==> config.mk <==
export PLATFORM = sky130hd
export DESIGN_NAME = gpu_draw_engine_flat
export DESIGN_NICKNAME = d
export VERILOG_FILES = /design/src/rtl/gpu_draw_engine_if.sv /design/src/rtl/gpu_draw_engine.sv /design/src/flat_wrapper.sv
export SDC_FILE = /design/constraint.sdc
export NUM_CORES = 1
export LEC_CHECK = 0
export BUFFER_PORTS_ARGS = -buffer_cell sky130_fd_sc_hd__buf_4
export CORE_ASPECT_RATIO = 0.75
export CORE_MARGIN = 4
export CORE_UTILIZATION = 60
export DETAILED_ROUTE_END_ITERATION = 7
export GPL_TIMING_DRIVEN = 0
export PLACE_DENSITY = 0.86
export SLEW_MARGIN = 20
export SYNTH_ARGS = -nofsm -noshare
export SYNTH_HDL_FRONTEND = slang
export SYNTH_SLANG_ARGS = --single-unit
==> constraint.sdc <==
create_clock -name PIXEL_CLOCK -period 4.5 [get_ports PIXEL_CLOCK]
set_input_delay 0.45 -clock PIXEL_CLOCK [delete_from_list [all_inputs] [get_ports PIXEL_CLOCK]]
set_output_delay 0.45 -clock PIXEL_CLOCK [all_outputs]
set_load 0.05 [all_outputs]
==> src/rtl/gpu_draw_engine_if.sv <==
// Bus and framebuffer-port bundle for gpu_draw_engine: CPU register
// access on one side, pixel write port and BUSY on the other.
interface gpu_draw_engine_if;
  logic       BUS_WE;
  logic [2:0] BUS_ADDR;
  logic [7:0] BUS_WDATA;
  logic [7:0] BUS_RDATA;
  logic       BUSY;
  logic [7:0] X_POS;
  logic [7:0] Y_POS;
  logic [2:0] COLOR;
  logic       WRITE;

  // BUS_WE is a one-cycle strobe with no back-pressure: the engine samples it
  // every PIXEL_CLOCK edge and either acts on it or drops it; WRITE is a
  // one-cycle, one-pixel strobe that the framebuffer must always accept.
  modport slave (
    input  BUS_WE, BUS_ADDR, BUS_WDATA,
    output BUS_RDATA, BUSY, X_POS, Y_POS, COLOR, WRITE
  );

  modport master (
    output BUS_WE, BUS_ADDR, BUS_WDATA,
    input  BUS_RDATA, BUSY, X_POS, Y_POS, COLOR, WRITE
  );
endinterface

==> src/rtl/gpu_draw_engine.sv <==
// Herring GPU draw engine: register-driven pixel plot and clipped rectangle
// fill/clear feeding the framebuffer write port. Optional: GPU_AUTOINC_EN.
module gpu_draw_engine #(
  parameter int RES_W = 160,
  parameter int RES_H = 120
) (
  input  logic                PIXEL_CLOCK,
  input  logic                RESET_N,
  gpu_draw_engine_if.slave    bus,
  output logic                dbg_state
);

  typedef enum logic {
    ST_IDLE = 1'b0,
    ST_FILL = 1'b1
  } state_e;

  localparam logic [8:0] RES_W9   = 9'(RES_W);
  localparam logic [8:0] RES_H9   = 9'(RES_H);
  localparam logic [7:0] X_LAST   = 8'(RES_W - 1);
  localparam logic [7:0] Y_LAST   = 8'(RES_H - 1);

  localparam logic [2:0] A_X      = 3'd0;
  localparam logic [2:0] A_Y      = 3'd1;
  localparam logic [2:0] A_COLOR  = 3'd2;
  localparam logic [2:0] A_PLOT   = 3'd3;
  localparam logic [2:0] A_WIDTH  = 3'd4;
  localparam logic [2:0] A_HEIGHT = 3'd5;
  localparam logic [2:0] A_CMD    = 3'd6;
  localparam logic [2:0] A_STATUS = 3'd7;

  state_e     state_q, state_d;
  logic [7:0] x_q, x_d;
  logic [7:0] y_q, y_d;
  logic [2:0] color_q, color_d;
  logic [7:0] width_q, width_d;
  logic [7:0] height_q, height_d;
  logic [7:0] fx0_q, fx0_d;
  logic [8:0] fxend_q, fxend_d;
  logic [8:0] fyend_q, fyend_d;
  logic [7:0] xpos_q, xpos_d;
  logic [7:0] ypos_q, ypos_d;
  logic [2:0] pcol_q, pcol_d;
  logic       write_q, write_d;

  logic       idle;
  logic       plot_go;
  logic       cmd_go;
  logic [7:0] cx0, cy0;
  logic [8:0] cxend, cyend;
  logic [2:0] ccol;
  logic [8:0] xsum, ysum;

  assign idle = (state_q == ST_IDLE);

  // Clipped extent of the requested rectangle; sums are 9 bits so a large
  // origin plus a large size clips rather than wrapping.
  always_comb begin
    xsum = {1'b0, x_q} + {1'b0, width_q};
    ysum = {1'b0, y_q} + {1'b0, height_q};
    cx0   = x_q;
    cy0   = y_q;
    cxend = (xsum > RES_W9) ? RES_W9 : xsum;
    cyend = (ysum > RES_H9) ? RES_H9 : ysum;
    ccol  = color_q;
    if (bus.BUS_WDATA[1]) begin
      cx0   = 8'd0;
      cy0   = 8'd0;
      cxend = RES_W9;
      cyend = RES_H9;
    end
  end

  assign plot_go = bus.BUS_WE && idle && (bus.BUS_ADDR == A_PLOT);
  assign cmd_go  = bus.BUS_WE && idle && (bus.BUS_ADDR == A_CMD) &&
                   (bus.BUS_WDATA[1] || bus.BUS_WDATA[0]);

  always_comb begin
    state_d  = state_q;
    x_d      = x_q;
    y_d      = y_q;
    color_d  = color_q;
    width_d  = width_q;
    height_d = height_q;
    fx0_d    = fx0_q;
    fxend_d  = fxend_q;
    fyend_d  = fyend_q;
    xpos_d   = xpos_q;
    ypos_d   = ypos_q;
    pcol_d   = pcol_q;
    write_d  = 1'b0;

    // Plain register writes land even while a fill runs on its latched copies.
    if (bus.BUS_WE) begin
      case (bus.BUS_ADDR)
        A_X:      x_d      = bus.BUS_WDATA;
        A_Y:      y_d      = bus.BUS_WDATA;
        A_COLOR:  color_d  = bus.BUS_WDATA[2:0];
        A_WIDTH:  width_d  = bus.BUS_WDATA;
        A_HEIGHT: height_d = bus.BUS_WDATA;
        default:  ;
      endcase
    end

    case (state_q)
      ST_IDLE: begin
        if (plot_go) begin
          if (({1'b0, x_q} < RES_W9) && ({1'b0, y_q} < RES_H9)) begin
            write_d = 1'b1;
            xpos_d  = x_q;
            ypos_d  = y_q;
            pcol_d  = bus.BUS_WDATA[2:0];
          end
`ifdef GPU_AUTOINC_EN
          if (x_q == X_LAST) begin
            x_d = 8'd0;
            y_d = (y_q == Y_LAST) ? 8'd0 : y_q + 8'd1;
          end else begin
            x_d = x_q + 8'd1;
          end
`endif
        end else if (cmd_go && (cxend > {1'b0, cx0}) && (cyend > {1'b0, cy0})) begin
          state_d = ST_FILL;
          write_d = 1'b1;
          xpos_d  = cx0;
          ypos_d  = cy0;
          pcol_d  = ccol;
          fx0_d   = cx0;
          fxend_d = cxend;
          fyend_d = cyend;
        end
      end
      ST_FILL: begin
        write_d = 1'b1;
        if (({1'b0, xpos_q} + 9'd1) < fxend_q) begin
          xpos_d = xpos_q + 8'd1;
        end else if (({1'b0, ypos_q} + 9'd1) < fyend_q) begin
          xpos_d = fx0_q;
          ypos_d = ypos_q + 8'd1;
        end else begin
          write_d = 1'b0;
          state_d = ST_IDLE;
        end
      end
      default: state_d = ST_IDLE;
    endcase
  end

  always_ff @(posedge PIXEL_CLOCK or negedge RESET_N) begin
    if (!RESET_N) begin
      state_q  <= ST_IDLE;
      x_q      <= 8'd0;
      y_q      <= 8'd0;
      color_q  <= 3'd0;
      width_q  <= 8'd0;
      height_q <= 8'd0;
      fx0_q    <= 8'd0;
      fxend_q  <= 9'd0;
      fyend_q  <= 9'd0;
      xpos_q   <= 8'd0;
      ypos_q   <= 8'd0;
      pcol_q   <= 3'd0;
      write_q  <= 1'b0;
    end else begin
      state_q  <= state_d;
      x_q      <= x_d;
      y_q      <= y_d;
      color_q  <= color_d;
      width_q  <= width_d;
      height_q <= height_d;
      fx0_q    <= fx0_d;
      fxend_q  <= fxend_d;
      fyend_q  <= fyend_d;
      xpos_q   <= xpos_d;
      ypos_q   <= ypos_d;
      pcol_q   <= pcol_d;
      write_q  <= write_d;
    end
  end

  always_comb begin
    bus.BUS_RDATA = 8'd0;
    case (bus.BUS_ADDR)
      A_X:      bus.BUS_RDATA = x_q;
      A_Y:      bus.BUS_RDATA = y_q;
      A_COLOR:  bus.BUS_RDATA = {5'd0, color_q};
      A_WIDTH:  bus.BUS_RDATA = width_q;
      A_HEIGHT: bus.BUS_RDATA = height_q;
      A_STATUS: bus.BUS_RDATA = {7'd0, ~idle};
      default:  bus.BUS_RDATA = 8'd0;
    endcase
  end

  assign bus.BUSY  = ~idle;
  assign bus.X_POS = xpos_q;
  assign bus.Y_POS = ypos_q;
  assign bus.COLOR = pcol_q;
  assign bus.WRITE = write_q;
  assign dbg_state = state_q;

endmodule
==> src/flat_wrapper.sv <==
// flat-port wrapper written by rule: the top's interface ports become plain ports
module gpu_draw_engine_flat 
#(
  parameter int RES_W = 160,
  parameter int RES_H = 120
)
  (PIXEL_CLOCK, RESET_N, dbg_state, bus_BUS_WE, bus_BUS_ADDR, bus_BUS_WDATA, bus_BUS_RDATA, bus_BUSY, bus_X_POS, bus_Y_POS, bus_COLOR, bus_WRITE);
  gpu_draw_engine_if bus_i ();
  input  logic PIXEL_CLOCK;
  input  logic RESET_N;
  output logic dbg_state;
  input wire logic [$bits(bus_i.BUS_WE)-1:0] bus_BUS_WE;
  input wire logic [$bits(bus_i.BUS_ADDR)-1:0] bus_BUS_ADDR;
  input wire logic [$bits(bus_i.BUS_WDATA)-1:0] bus_BUS_WDATA;
  output wire logic [$bits(bus_i.BUS_RDATA)-1:0] bus_BUS_RDATA;
  output wire logic [$bits(bus_i.BUSY)-1:0] bus_BUSY;
  output wire logic [$bits(bus_i.X_POS)-1:0] bus_X_POS;
  output wire logic [$bits(bus_i.Y_POS)-1:0] bus_Y_POS;
  output wire logic [$bits(bus_i.COLOR)-1:0] bus_COLOR;
  output wire logic [$bits(bus_i.WRITE)-1:0] bus_WRITE;
  assign bus_i.BUS_WE = bus_BUS_WE;
  assign bus_i.BUS_ADDR = bus_BUS_ADDR;
  assign bus_i.BUS_WDATA = bus_BUS_WDATA;
  assign bus_BUS_RDATA = bus_i.BUS_RDATA;
  assign bus_BUSY = bus_i.BUSY;
  assign bus_X_POS = bus_i.X_POS;
  assign bus_Y_POS = bus_i.Y_POS;
  assign bus_COLOR = bus_i.COLOR;
  assign bus_WRITE = bus_i.WRITE;
  gpu_draw_engine #(.RES_W(RES_W), .RES_H(RES_H)) u_core (.PIXEL_CLOCK(PIXEL_CLOCK), .RESET_N(RESET_N), .bus(bus_i), .dbg_state(dbg_state));
endmodule
# --- Yosys cells after proc, flatten, opt, wreduce, memory -nomap -nowiden ---
# Cells that the tools add are included.
word_totals:
  register_bits: 82
  elab_cells: 91
classes:
  eq_ne: 13
  add_sub_neg: 6
  bitwise: 2
  muxes: 30
  order_cmp: 8
  reduce_logical: 19
op_table:
  columns: ["operator", "n"]
  rows:
  - ["$mux W8", 12]
  - ["$pmux W8 S6", 1]
  - ["$mux W9", 4]
  - ["$pmux W8 S2", 2]
  - ["$add A8 B1 Y9 const B", 2]
  - ["$add A8 B8 Y9", 2]
  - ["$gt A9 B8 Y1", 2]
  - ["$lt A9 B9 Y1", 2]
  - ["$add A8 B1 Y8 const B", 2]
  - ["$eq A3 B3 Y1 const B", 4]
  - ["$reduce_and A2 Y1", 5]
  - ["$gt A9 B7 Y1 const B", 1]
  - ["$gt A9 B8 Y1 const B", 1]
  - ["$mux W3", 3]
  - ["$ne A3 B3 Y1 const B", 3]
  - ["$reduce_and A3 Y1", 3]
  - ["$lt A8 B7 Y1 const B", 1]
  - ["$lt A8 B8 Y1 const B", 1]
  - ["$logic_and A1 B1 Y1", 7]
  - ["$eq A3 B2 Y1 const B", 2]
  - ["$mux W1", 6]
  - ["$ne A2 B2 Y1 const B", 3]
  - ["$pmux W1 S2", 2]
  - ["$reduce_and A4 Y1", 1]
  - ["other kinds (5)", 6]

# --- Logic depth before layout (Yosys ltp) ---
# Gate-level depths: netlist of run 1.
logic_depth:
  depth_word: 10
  depth_mapped: 20

# --- Worst setup path before layout of run 1 ---
# Ideal clock, no wire load.
synth_timing:
  path_kind: "flip-flop to flip-flop"
  start: "register u_core.x_q[0]"
  end: "register u_core.ypos_q[0] (netlist: u_core.bus.Y_POS[0])"
  n_path_buf: 0
  stages_incl_launch_ff: 19
  setup_slack_ns: 0.660
  setup_ns: 0.125
  arrival_time_ns: 3.715
  period_less_slack_ns: 3.840
  cell_sequence: "dfrtp_1 ha_1 inv_1 fa_1 nor2b_1 o21a_1 nor3_1 or2_2 a41o_1 a21oi_2 nor2_1 ha_1 a21oi_1 o21ai_0 a31oi_1 nand2_1 and4_1 nor2_2 mux2_2"
synth_via:
  elab_chain_cells: 9
  elab_cells_between_ends: 13
synth_rtl:
  columns: ["item", "line_no", "rtl"]
  rows:
  - ["start: declaration", "gpu_draw_engine.sv:33", "logic [7:0] x_q, x_d;"]
  - ["start signal: assignment", "gpu_draw_engine.sv:152", "x_q <= 8'd0;"]
  - ["start signal: assignment", "gpu_draw_engine.sv:166", "x_q <= x_d;"]
  - ["$add A8 B8 Y9 (*)", "gpu_draw_engine.sv:59", "xsum = {1'b0, x_q} + {1'b0, width_q};"]
  - ["$gt A9 B8 Y1", "gpu_draw_engine.sv:63", "cxend = (xsum > RES_W9) ? RES_W9 : xsum;"]
  - ["$mux W9 (*)", "gpu_draw_engine.sv:63", null]
  - ["$mux W9 (*)", "gpu_draw_engine.sv:66", "if (bus.BUS_WDATA[1]) begin"]
  - ["named net u_core.cxend[4]", "gpu_draw_engine.sv:50", "logic [8:0] cxend, cyend;"]
  - ["$gt A9 B8 Y1 (*)", "gpu_draw_engine.sv:122", "end else if (cmd_go && (cxend > {1'b0, cx0}) && (cyend > {1'b0, cy0})) begin"]
  - ["$logic_and A1 B1 Y1 (*) (2 in series)", "gpu_draw_engine.sv:122", null]
  - ["$ne A3 B3 Y1 (no source line) (*)", null, null]
  - ["$reduce_and A4 Y1 (no source line) (*)", null, null]
  - ["end signal: assignment", "gpu_draw_engine.sv:175", "ypos_q <= ypos_d;"]
  - ["end: declaration", "gpu_draw_engine.sv:42", "logic [7:0] ypos_q, ypos_d;"]
# The timed path passes the listed nets; every way through them passes the cells marked *.
# A chain may end at the register's enable or synchronous reset.

# --- Worst setup path after layout of run 1 ---
layout_timing:
  start: "register u_core.x_q[0]"
  end: "register u_core.fyend_q[4]"
layout_via:
  elab_chain_cells: 8
  elab_cells_between_ends: 9
layout_rtl:
  columns: ["item", "line_no", "rtl"]
  rows:
  - ["$add A8 B8 Y9 (*)", "gpu_draw_engine.sv:59", null]
  - ["$gt A9 B8 Y1", "gpu_draw_engine.sv:63", null]
  - ["$mux W9 (*)", "gpu_draw_engine.sv:63", null]
  - ["$mux W9 (*)", "gpu_draw_engine.sv:66", null]
  - ["named net u_core.cxend[3]", "gpu_draw_engine.sv:50", null]
  - ["$gt A9 B8 Y1 (*)", "gpu_draw_engine.sv:122", null]
  - ["$logic_and A1 B1 Y1 (*) (2 in series)", "gpu_draw_engine.sv:122", null]
  - ["$reduce_and A3 Y1 (no source line) (*)", null, null]
  - ["end signal: assignment", "gpu_draw_engine.sv:173", "fyend_q <= fyend_d;"]
  - ["end: declaration", "gpu_draw_engine.sv:40", "logic [8:0] fyend_q, fyend_d;"]
# Marked as above.

==> results of run 1 <==
## synthesized netlist by cell type, types with 2 or more instances
cell and count:
a211oi_1 2, a21o_1 10, a21oi_1 18, a21oi_2 2
a22o_1 7, a31oi_1 6, and3_1 3, and4_1 2
buf_2 4, buf_4 4, clkbuf_1 8, dfrtp_1 82
fa_1 2, ha_1 50, inv_1 29, mux2_2 54
mux2i_1 10, mux4_2 5, nand2_1 59, nand2b_1 20
nand3_1 15, nand3b_1 2, nand4_1 8, nand4b_1 2
nor2_1 29, nor2b_1 17, nor3_1 4, nor3_2 2
nor3b_1 3, o21a_1 8, o21ai_0 33, o22a_1 3
o31a_1 3, o31ai_1 9, or2_2 5, or3_1 2
xnor2_1 10, xor2_1 9
## kinds of logic (layout without fill, tap and decap cells)
family,count (synthesis),in the layout,synth area share (%)
AO/OA/AOI/OAI,112,112,13.6
other,1,1,0.0675
buffers and inverters,46,103,3.60
XOR/XNOR,19,19,2.99
multiplexers,69,69,14.8
AND/OR/NAND/NOR,177,177,16.1
flip-flops,82,82,36.9
adder cells (fa/ha/maj),52,52,12.0
## flip-flops by register name, summed over array words and instances (netlist names)
name and cells:
u_core.fxend_q 9, u_core.bus.X_POS 8, u_core.width_q 8, u_core.height_q 8, u_core.bus.COLOR 3, u_core.fyend_q 9
u_core.bus.BUSY 1, u_core.x_q 8, u_core.ccol 3, u_core.fx0_q 8, u_core.bus.Y_POS 8, u_core.y_q 8
u_core.bus.WRITE 1
## metrics by stage
| stage | util [%] | instance area (um^2) | power, mW |
|---|---|---|---|
| floorplan | - | 5560 | 2.35 |
| global placement | 66.6 | 6030 | 2.73 |
| detailed placement | 66.6 | 6030 | 2.82 |
| CTS | 70.5 | 6380 | 3.71 |
| global route | 70.7 | 6400 | 3.96 |
| finish | 70.7 | 6400 | 3.73 |
## how the worst max path moves through the flow
stage,endpoint,cells past startpoint
finish,u_core.fyend_q[4],17
global route,u_core.fyend_q[4],17
floorplan,u_core.bus.Y_POS[0],18
global placement,u_core.bus.Y_POS[2],17
detailed placement,u_core.bus.Y_POS[0],18
CTS,u_core.bus.Y_POS[3],18
## layout make-up
| type | instances | share of cell area (%) |
|---|---|---|
| plain buffers | 17 | 1.43 |
| clock buffers | 11 | 3.79 |
| clock inverters | 5 | 1.72 |
| inverters | 29 | 1.70 |
| multi-input cells | 430 | 51.9 |
| flip-flops and latches | 82 | 32.1 |
| well taps | 128 | 2.50 |
| repair buffers | 41 | 4.87 |
## power groups by stage
stage               combinational [mW]  sequential, mW  clock, mW
detailed placement                1.72            1.10          0
finish                            1.77            1.09      0.869
CTS                               1.75            1.09      0.872
global route                      1.94            1.11      0.910
floorplan                         1.12            1.23          0
global placement                  1.64            1.08          0
## timing repair
| item | CTS | global route |
|---|---|---|
| endpoints found under the setup margin | 0 | 29 |
| resized for setup | 0 | 3 |
| hold buffers | 0 | 0 |
## per-layer routing
metal	share of wire, %	global-route usage [%]
met1	44	36.9
met5	0	0
met3	7.6	5.98
met2	47	43.9
met4	2.0	8.29
==> qor.csv, run 1 <==
metric;value;unit
synth-seq-area-share;36.9;%
yosys_synthesis_warning_count;0;
dp_cells;727;
slew_headroom;46.2;%
layout.cells.most_common_list;dfrtp_1 (82), nand2_1 (59), mux2_2 (54), ha_1 (50), buf_4 (44);
tightest_slew;0.804;ns
fmaxAchievable;232;MHz
area.sequential;0.00205;mm^2
intPower;2.20;mW
number_of_buffers_inserted_during_clock_tree_synthesis;9;
die_area;0.0109;mm^2
fin_worst_skew;0.00980;ns
detailedPlace.worstSlack;0.113;ns
htree_num_levels;3;
crit_path_max_incr_delay;0.44;ns
netlist_instances;558;
clkSinkCount;82;
horizontal_extent_of_the_die;119;um
routed_wirelength;14.3;mm
post-cts-setup-buffer-count;0;
hold_ws;0.146;ns
number_of_enable_flip_flop_cells_after_synthesis;0;
drive_above_1_share;22.4;%
detailedRoute.firstPassIterationCount;5;
worstSetupEndpointType;register;
drcViolationCount;0;
antenna_violations_before_repair;0;
status;complete, no violations;
maxCapViolations;0;
critPathRequiredTime;4.73;ns
grtUsageTotal;27.2;%
timing_worst_setup_path_type;register to register;
initial_core_util;61.4;%
power_switching;1.53;mW
start_kind;register;
power_per_cell_area;584;mW/mm^2
synthesis.area;0.00556;mm^2
critPathLaunch;u_core.x_q[0];
reg2regPathDepth;17;
final_nets;676;
worst-path-max-fanout;10;
final_setup_violation_count;0;
dieHeight;91.4;um
ctsRootBufferMaster;clkbuf_16;
multiInputGateArea;0.00332;mm^2
slew_viol_final;0;
grt_pass1_wl;23.4;mm
netlist.area_leader.share;36.9;%
fin_crit;4.32;ns
avgRoutedWirePerCell;19.2;um
num_antenna_cells;0;
timing.final.ws_setup;0.184;ns
mappedNetlistNets;624;
ys_top_cells_by_area;dfrtp_1 (37%), ha_1 (11%), mux2_2 (11%);
cts.path.max_buffers;2;
gp_congestion;0.921;
antenna_left;0;
detail_route.vias_per_cell;6.13;
area_delta_synth_final;15.2;%
row_count;30;
netSwitchingFraction;41.1;%
nFillCells;656;
slowest_stage;dfrtp_1;
async_reset_ff_share;100;%
final.setup.tns;0;ns
tritoncts;done;
num_vias;4553;
timing.final.hold_violations;0;
grt_pass1_vias;4623;
power_frac_seq;29.3;%
critical_path.reg2reg.endpoint;u_core.fyend_q[4];
post-route-period-util;95.9;%
dp.final_hpwl;10.5;mm
clockPowerShare;23.3;%
clk_transition_reported_paths;0.07;ns
max-vdd-ir-drop;0.350;mV
cp_top_family;simple AND/OR/NAND/NOR gates;
crit_arrival;4.55;ns
io_pins;44;
grt.overflow.total;0;
cp.buffers_inverters;2;
critical_path.cell_chain;ha_1, inv_1, fa_1, nor2b_1, o21a_1, nor3_1, or2_2, a41o_1, a21oi_4, nor2_1, ha_1, nand4_1, nor3_1, a211oi_1, and4_1, buf_4, mux2_2;
synth_top_cell_by_area;dfrtp_1;
port_buffers;41;
synthFlopType;dfrtp_1;
min_path_type;primary input to async pin;
synthesis.area_per_instance;9.96;um^2
largest_net_degree_at_the_start_of_global_routing;83;
drt-initial-drc-count;323;
placeableCoreArea;0.00905;mm^2
power.share.combinational;47.4;%
final_cell_count_no_fill;743;
worst_r2r_startpoint;u_core.x_q[0];
synth.ff_latch_count;82;
rsz0062_at_grt;false;
clkLatencyLatePin;0.35;ns
synth.distinct_cells;55;
final_common_cell;dfrtp_1;
power.leakage;2.90;nW
worst-r2r-setup-slack;0.18;ns
Power figures use the tool's default switching activity.
==> run 2, diff against run 1 <==
--- a/config.mk
+++ b/config.mk
@@ -12,6 +12,7 @@
 export DETAILED_ROUTE_END_ITERATION = 7
 export GPL_TIMING_DRIVEN = 0
 export PLACE_DENSITY = 0.86
+export REMOVE_ABC_BUFFERS = 1
 export SLEW_MARGIN = 20
 export SYNTH_ARGS = -nofsm -noshare
 export SYNTH_HDL_FRONTEND = slang
==> qor.csv, run 2 (same netlist as run 1, synthesis figures left out) <==
metric;value;unit
grt.met2_usage;42.2;%
horizontal_extent_of_the_die;119;um
io_pins;44;
detailedPlace.worstSlack;-0.500;ns
final_nets;675;
crit_arrival;4.58;ns
grt_pass1_vias;4769;
ctsRootBufferMaster;clkbuf_16;
globalRouteMet3Util;7.16;%
num_vias;4583;
grt-busiest-layer;met2;
power_per_cell_area;579;mW/mm^2
nFillCells;654;
critPathLaunch;u_core.x_q[0];
final_setup_violation_count;0;
cp_top_family;simple AND/OR/NAND/NOR gates;
start_kind;register;
cts.path.max_buffers;2;
number_of_buffers_inserted_during_clock_tree_synthesis;9;
critical_path.cell_chain;ha_1, inv_1, fa_1, nor2b_2, o31a_1, nor4b_1, nor3b_2, nor2b_4, a21oi_4, or2_2, ha_1, inv_1, nor3_1, a211oi_2, and4_2, nor2_4, mux2_2;
clkSinkCount;82;
layout_top_registers;u_core.fxend_q x9, u_core.fyend_q x9;
timing.critical_path.to;u_core.bus.Y_POS[5];
drcViolationCount;0;
num_antenna_cells;0;
timing_worst_setup_path_type;register to register;
clk_transition_reported_paths;0.07;ns
detailedRoute.firstPassIterationCount;5;
initial_core_util;61.4;%
fmaxAchievable;230;MHz
rsz0062_at_grt;true;
detail_route.vias_per_cell;6.18;
antenna_left;0;
path_depth;17;
critPathRequiredTime;4.73;ns
worst-path-max-fanout;12;
antenna_violations_before_repair;0;
port_buffers;43;
power.leakage;2.91;nW
max-vdd-ir-drop;0.327;mV
layout.cells.most_common_list;dfrtp_1 (79), nand2_1 (59), mux2_2 (54), buf_4 (53), ha_1 (49);
maxCapViolations;0;
fin_crit;4.35;ns
slowest_stage;dfrtp_2;
worstSetupEndpointType;register;
worst-r2r-setup-slack;0.15;ns
tightest_slew;0.837;ns
fin_worst_skew;0.0120;ns
gp_congestion;0.897;
hold_ws;0.137;ns
worst_r2r_startpoint;u_core.x_q[0];
use_met1;36.1;%
timing.final.ws_setup;0.152;ns
reg2regPathDepth;17;
status;complete, no violations;
placeableCoreArea;0.00905;mm^2
crit_path_max_incr_delay;0.42;ns
grtUsageTotal;27.3;%
slew_viol_final;0;
htree_num_levels;3;
grt.overflow.total;0;
critical_path.reg2reg.endpoint;u_core.bus.Y_POS[5];
drt-initial-drc-count;459;
timing.final.hold_violations;0;
area_delta_synth_final;15.8;%
dieHeight;91.4;um
tritoncts;done;
final_common_cell;dfrtp_1;
slew_headroom;44.2;%
die_area;0.0109;mm^2
min_path_type;primary input to async pin;
grt_pass1_wl;23.6;mm
routed_wirelength;14.4;mm
clkLatencyLatePin;0.35;ns
row_count;30;
avgRoutedWirePerCell;19.4;um
drive_above_1_share;25.1;%
dp.final_hpwl;10.3;mm
cp.buffers_inverters;2;
post-route-period-util;96.6;%
largest_net_degree_at_the_start_of_global_routing;83;
[run 2: power by group]
part	switching, mW	leakage [nW]	internal (mW)
clock network	0.309	0.143	0.446
logic	1.08	1.75	0.805
registers	0.206	1.02	0.882
[run 2: how the worst min path moves through the flow]
stage,from,end,slack [ns],cells past startpoint
after detailed placement,u_core.fxend_q[0],u_core.fxend_q[0],0.47,2
after global placement,u_core.fx0_q[0],u_core.fx0_q[0],0.45,2
after CTS,RESET_N,u_core.bus.X_POS[5],0.33,1
after global routing,RESET_N,u_core.bus.X_POS[6],0.21,1
final,RESET_N,u_core.fxend_q[7],0.14,1
after floorplan,RESET_N,u_core.bus.BUSY,0.15,0
[run 2: what timing repair did]
item	CTS	global route
pin swaps	1	3
hold buffers	0	0
endpoints found under the setup margin	26	26
setup buffers	3	9
gates resized for setup	4	11
[run 2: routing by layer]
layer  up-vias  wire [um]  part of all wire, %
met4         0        400                  2.8
li1       2103          -                    -
met5         -          0                    0
met2       209       6760                   47
met3        40       1140                  7.9
met1      2231       6110                   42
[run 2: metrics by stage]
stage          instance area [um^2]  power (mW)  TNS [ns]  util, %  std cells
6_report                       6430        3.73         0     71.1        742
5_1_grt                        6430        3.93    -0.239     71.1        742
4_1_cts                        6330        3.63         0     69.9        733
3_5_place_dp                   5980        2.83     -5.55     66.1        714
3_3_place_gp                   5950        2.73    -26.51     65.8        712
2_1_floorplan                  5470        2.34     -2.38        -        541
[run 2: area by class of cell]
type | count | area, um^2 | area share (%)
inverters | 29 | 109 | 1.69
clock inverters | 4 | 51.3 | 0.797
multi-input cells | 430 | 3360 | 52.2
clock buffers | 12 | 246 | 3.83
flip-flops and latches | 82 | 2060 | 32.0
repair buffers | 57 | 452 | 7.02
well taps | 128 | 160 | 2.49
==> run 3, diff against run 2 <==
--- a/config.mk
+++ b/config.mk
@@ -6,7 +6,7 @@
 export NUM_CORES = 1
 export LEC_CHECK = 0
 export BUFFER_PORTS_ARGS = -buffer_cell sky130_fd_sc_hd__buf_4
-export CORE_ASPECT_RATIO = 0.75
+export CORE_ASPECT_RATIO = 0.6
 export CORE_MARGIN = 4
 export CORE_UTILIZATION = 60
 export DETAILED_ROUTE_END_ITERATION = 7
==> qor.csv, run 3 (same netlist as run 1, synthesis figures left out) <==
metric;value;unit
status;complete, no violations;
grt.overflow.total;0;
worstSetupEndpointType;register;
worst-r2r-setup-slack;0.09;ns
final.setup.tns;0;ns
drcViolationCount;0;
slew_viol_final;0;
final_common_cell;dfrtp_1;
grt_pass1_vias;4414;
detailedRoute.firstPassIterationCount;5;
start_kind;register;
slew_headroom;43.3;%
port_buffers;43;
layout_top_registers;u_core.fxend_q x9, u_core.fyend_q x9;
num_antenna_cells;0;
worst_r2r_startpoint;u_core.x_q[0];
final_cell_count_no_fill;726;
post-route-period-util;98.1;%
antenna_left;0;
reg2regPathDepth;19;
num_vias;4685;
slowest_stage;dfrtp_1;
dp.final_hpwl;10.4;mm
horizontal_extent_of_the_die;132;um
clkSinkCount;82;
fin_crit;4.41;ns
worst-path-max-fanout;10;
crit_path_max_incr_delay;0.41;ns
initial_core_util;63.5;%
timing_worst_setup_path_type;register to register;
tightest_slew;0.846;ns
critPathRequiredTime;4.73;ns
grtUsageTotal;27.3;%
antenna_violations_before_repair;0;
drt-initial-drc-count;311;
largest_net_degree_at_the_start_of_global_routing;83;
area_delta_synth_final;15.8;%
io_pins;44;
ctsRootBufferMaster;clkbuf_16;
final_setup_violation_count;0;
grt_pass1_wl;23.1;mm
critical_path.reg2reg.endpoint;u_core.bus.X_POS[1];
fmaxAchievable;227;MHz
routed_wirelength;14.9;mm
number_of_buffers_inserted_during_clock_tree_synthesis;9;
detail_route.vias_per_cell;6.45;
die_area;0.0109;mm^2
final_nets;675;
layout.cells.most_common_list;dfrtp_1 (82), nand2_1 (59), mux2_2 (54), buf_4 (51), ha_1 (49);
design_power_total;3.70;mW
power_per_cell_area;575;mW/mm^2
crit_arrival;4.64;ns
avgRoutedWirePerCell;20.5;um
maxCapViolations;0;
timing.final.hold_violations;0;
htree_num_levels;3;
dp_cells;697;
power.leakage;2.91;nW
hold_ws;0.140;ns
tritoncts;done;
cts.path.max_buffers;2;
fin_worst_skew;0.0110;ns
post-route-util;73.5;%
placeableCoreArea;0.00875;mm^2
dieHeight;82.6;um
min_path_type;primary input to async pin;
clkLatencyLatePin;0.35;ns
clk_transition_reported_paths;0.07;ns
max-vdd-ir-drop;0.367;mV
critical_path.cell_chain;ha_1, inv_1, fa_1, nor2b_1, o31a_1, nor4b_2, nor3b_2, nor2b_4, a21oi_4, or2_2, ha_1, inv_1, nor3_1, a211oi_2, nand4_1, buf_8, nand3b_1, buf_12, mux2_2;
gp_congestion;0.934;
drive_above_1_share;25.2;%
row_count;26;
==> run 3: changes by cell type in the layout (fill, tap and decap cells not counted), sizes merged <==
cell,delta
buf,-3
clkinvlp,+3
clkbuf,-2
inv,+2
a21oi,+1
bufinv,-1
clkinv,-1
nand4,+1
==> run 3: repair_timing <==
action | 4_1_cts | 5_1_grt
endpoints found under the setup margin | 34 | 31
endpoints found under the hold margin | 0 | 0
cloned | 1 | 2
hold buffers | 0 | 0
buffers inserted | 2 | 8
resized for setup | 4 | 14
pin swaps | 1 | 8
==> run 3: area by class of cell <==
| type | instances | area (um^2) |
|---|---|---|
| Sequential cell | 82 | 2050 |
| Inverter | 29 | 109 |
| Fill cell | 591 | 2310 |
| Multi-Input combinational cell | 432 | 3400 |
| Clock inverter | 7 | 52.6 |
| Timing Repair Buffer | 55 | 454 |
| Clock buffer | 9 | 225 |
| Tap cell | 112 | 140 |
==> run 3: worst max-delay path: cells and delay by family (launching register included) <==
kind	cells	cell delay [ns]
flip-flops	1	0.41
AO/OA/AOI/OAI	3	0.67
multiplexers	1	0.33
buffers and inverters	4	0.46
adder cells (fa/ha/maj)	3	0.91
AND/OR/NAND/NOR	8	1.50
==> run 3: report_power, final <==
part	leakage, nW	switching, mW	internal (mW)	total (mW)
registers	1.03	0.210	0.880	1.09
logic	1.76	1.11	0.804	1.91
clock network	0.124	0.323	0.377	0.699
==> run 3: worst max path at each step <==
| stage | start | slack [ns] | end | cells after the start |
|---|---|---|---|---|
| 2_1_floorplan | u_core.x_q[0] | -0.30 | u_core.bus.X_POS[0] | 17 |
| 3_3_place_gp | u_core.x_q[0] | -1.27 | u_core.bus.X_POS[7] | 17 |
| 3_5_place_dp | u_core.x_q[0] | -0.75 | u_core.bus.X_POS[1] | 18 |
| 4_1_cts | u_core.x_q[0] | 0.01 | u_core.bus.X_POS[4] | 19 |
| 5_1_grt | u_core.x_q[0] | -0.06 | u_core.bus.X_POS[4] | 18 |
| 6_report | u_core.x_q[0] | 0.09 | u_core.bus.X_POS[1] | 19 |
==> run 3: layer usage <==
layer	vias to the layer above	global-route usage [%]	routed length (um)
li1	2106	-	-
met1	2299	38.4	6560
met2	240	41.9	6610
met3	40	6.66	1410
met4	0	9.23	334
met5	-	0	0
==> run 3: stage by stage <==
stage	worst slack (ns)	area, um^2
CTS	0.0113	6270
finish	0.0868	6440
global route	-0.0602	6440
detailed placement	-0.750	5950
floorplan	-0.297	5470
global placement	-1.27	5930
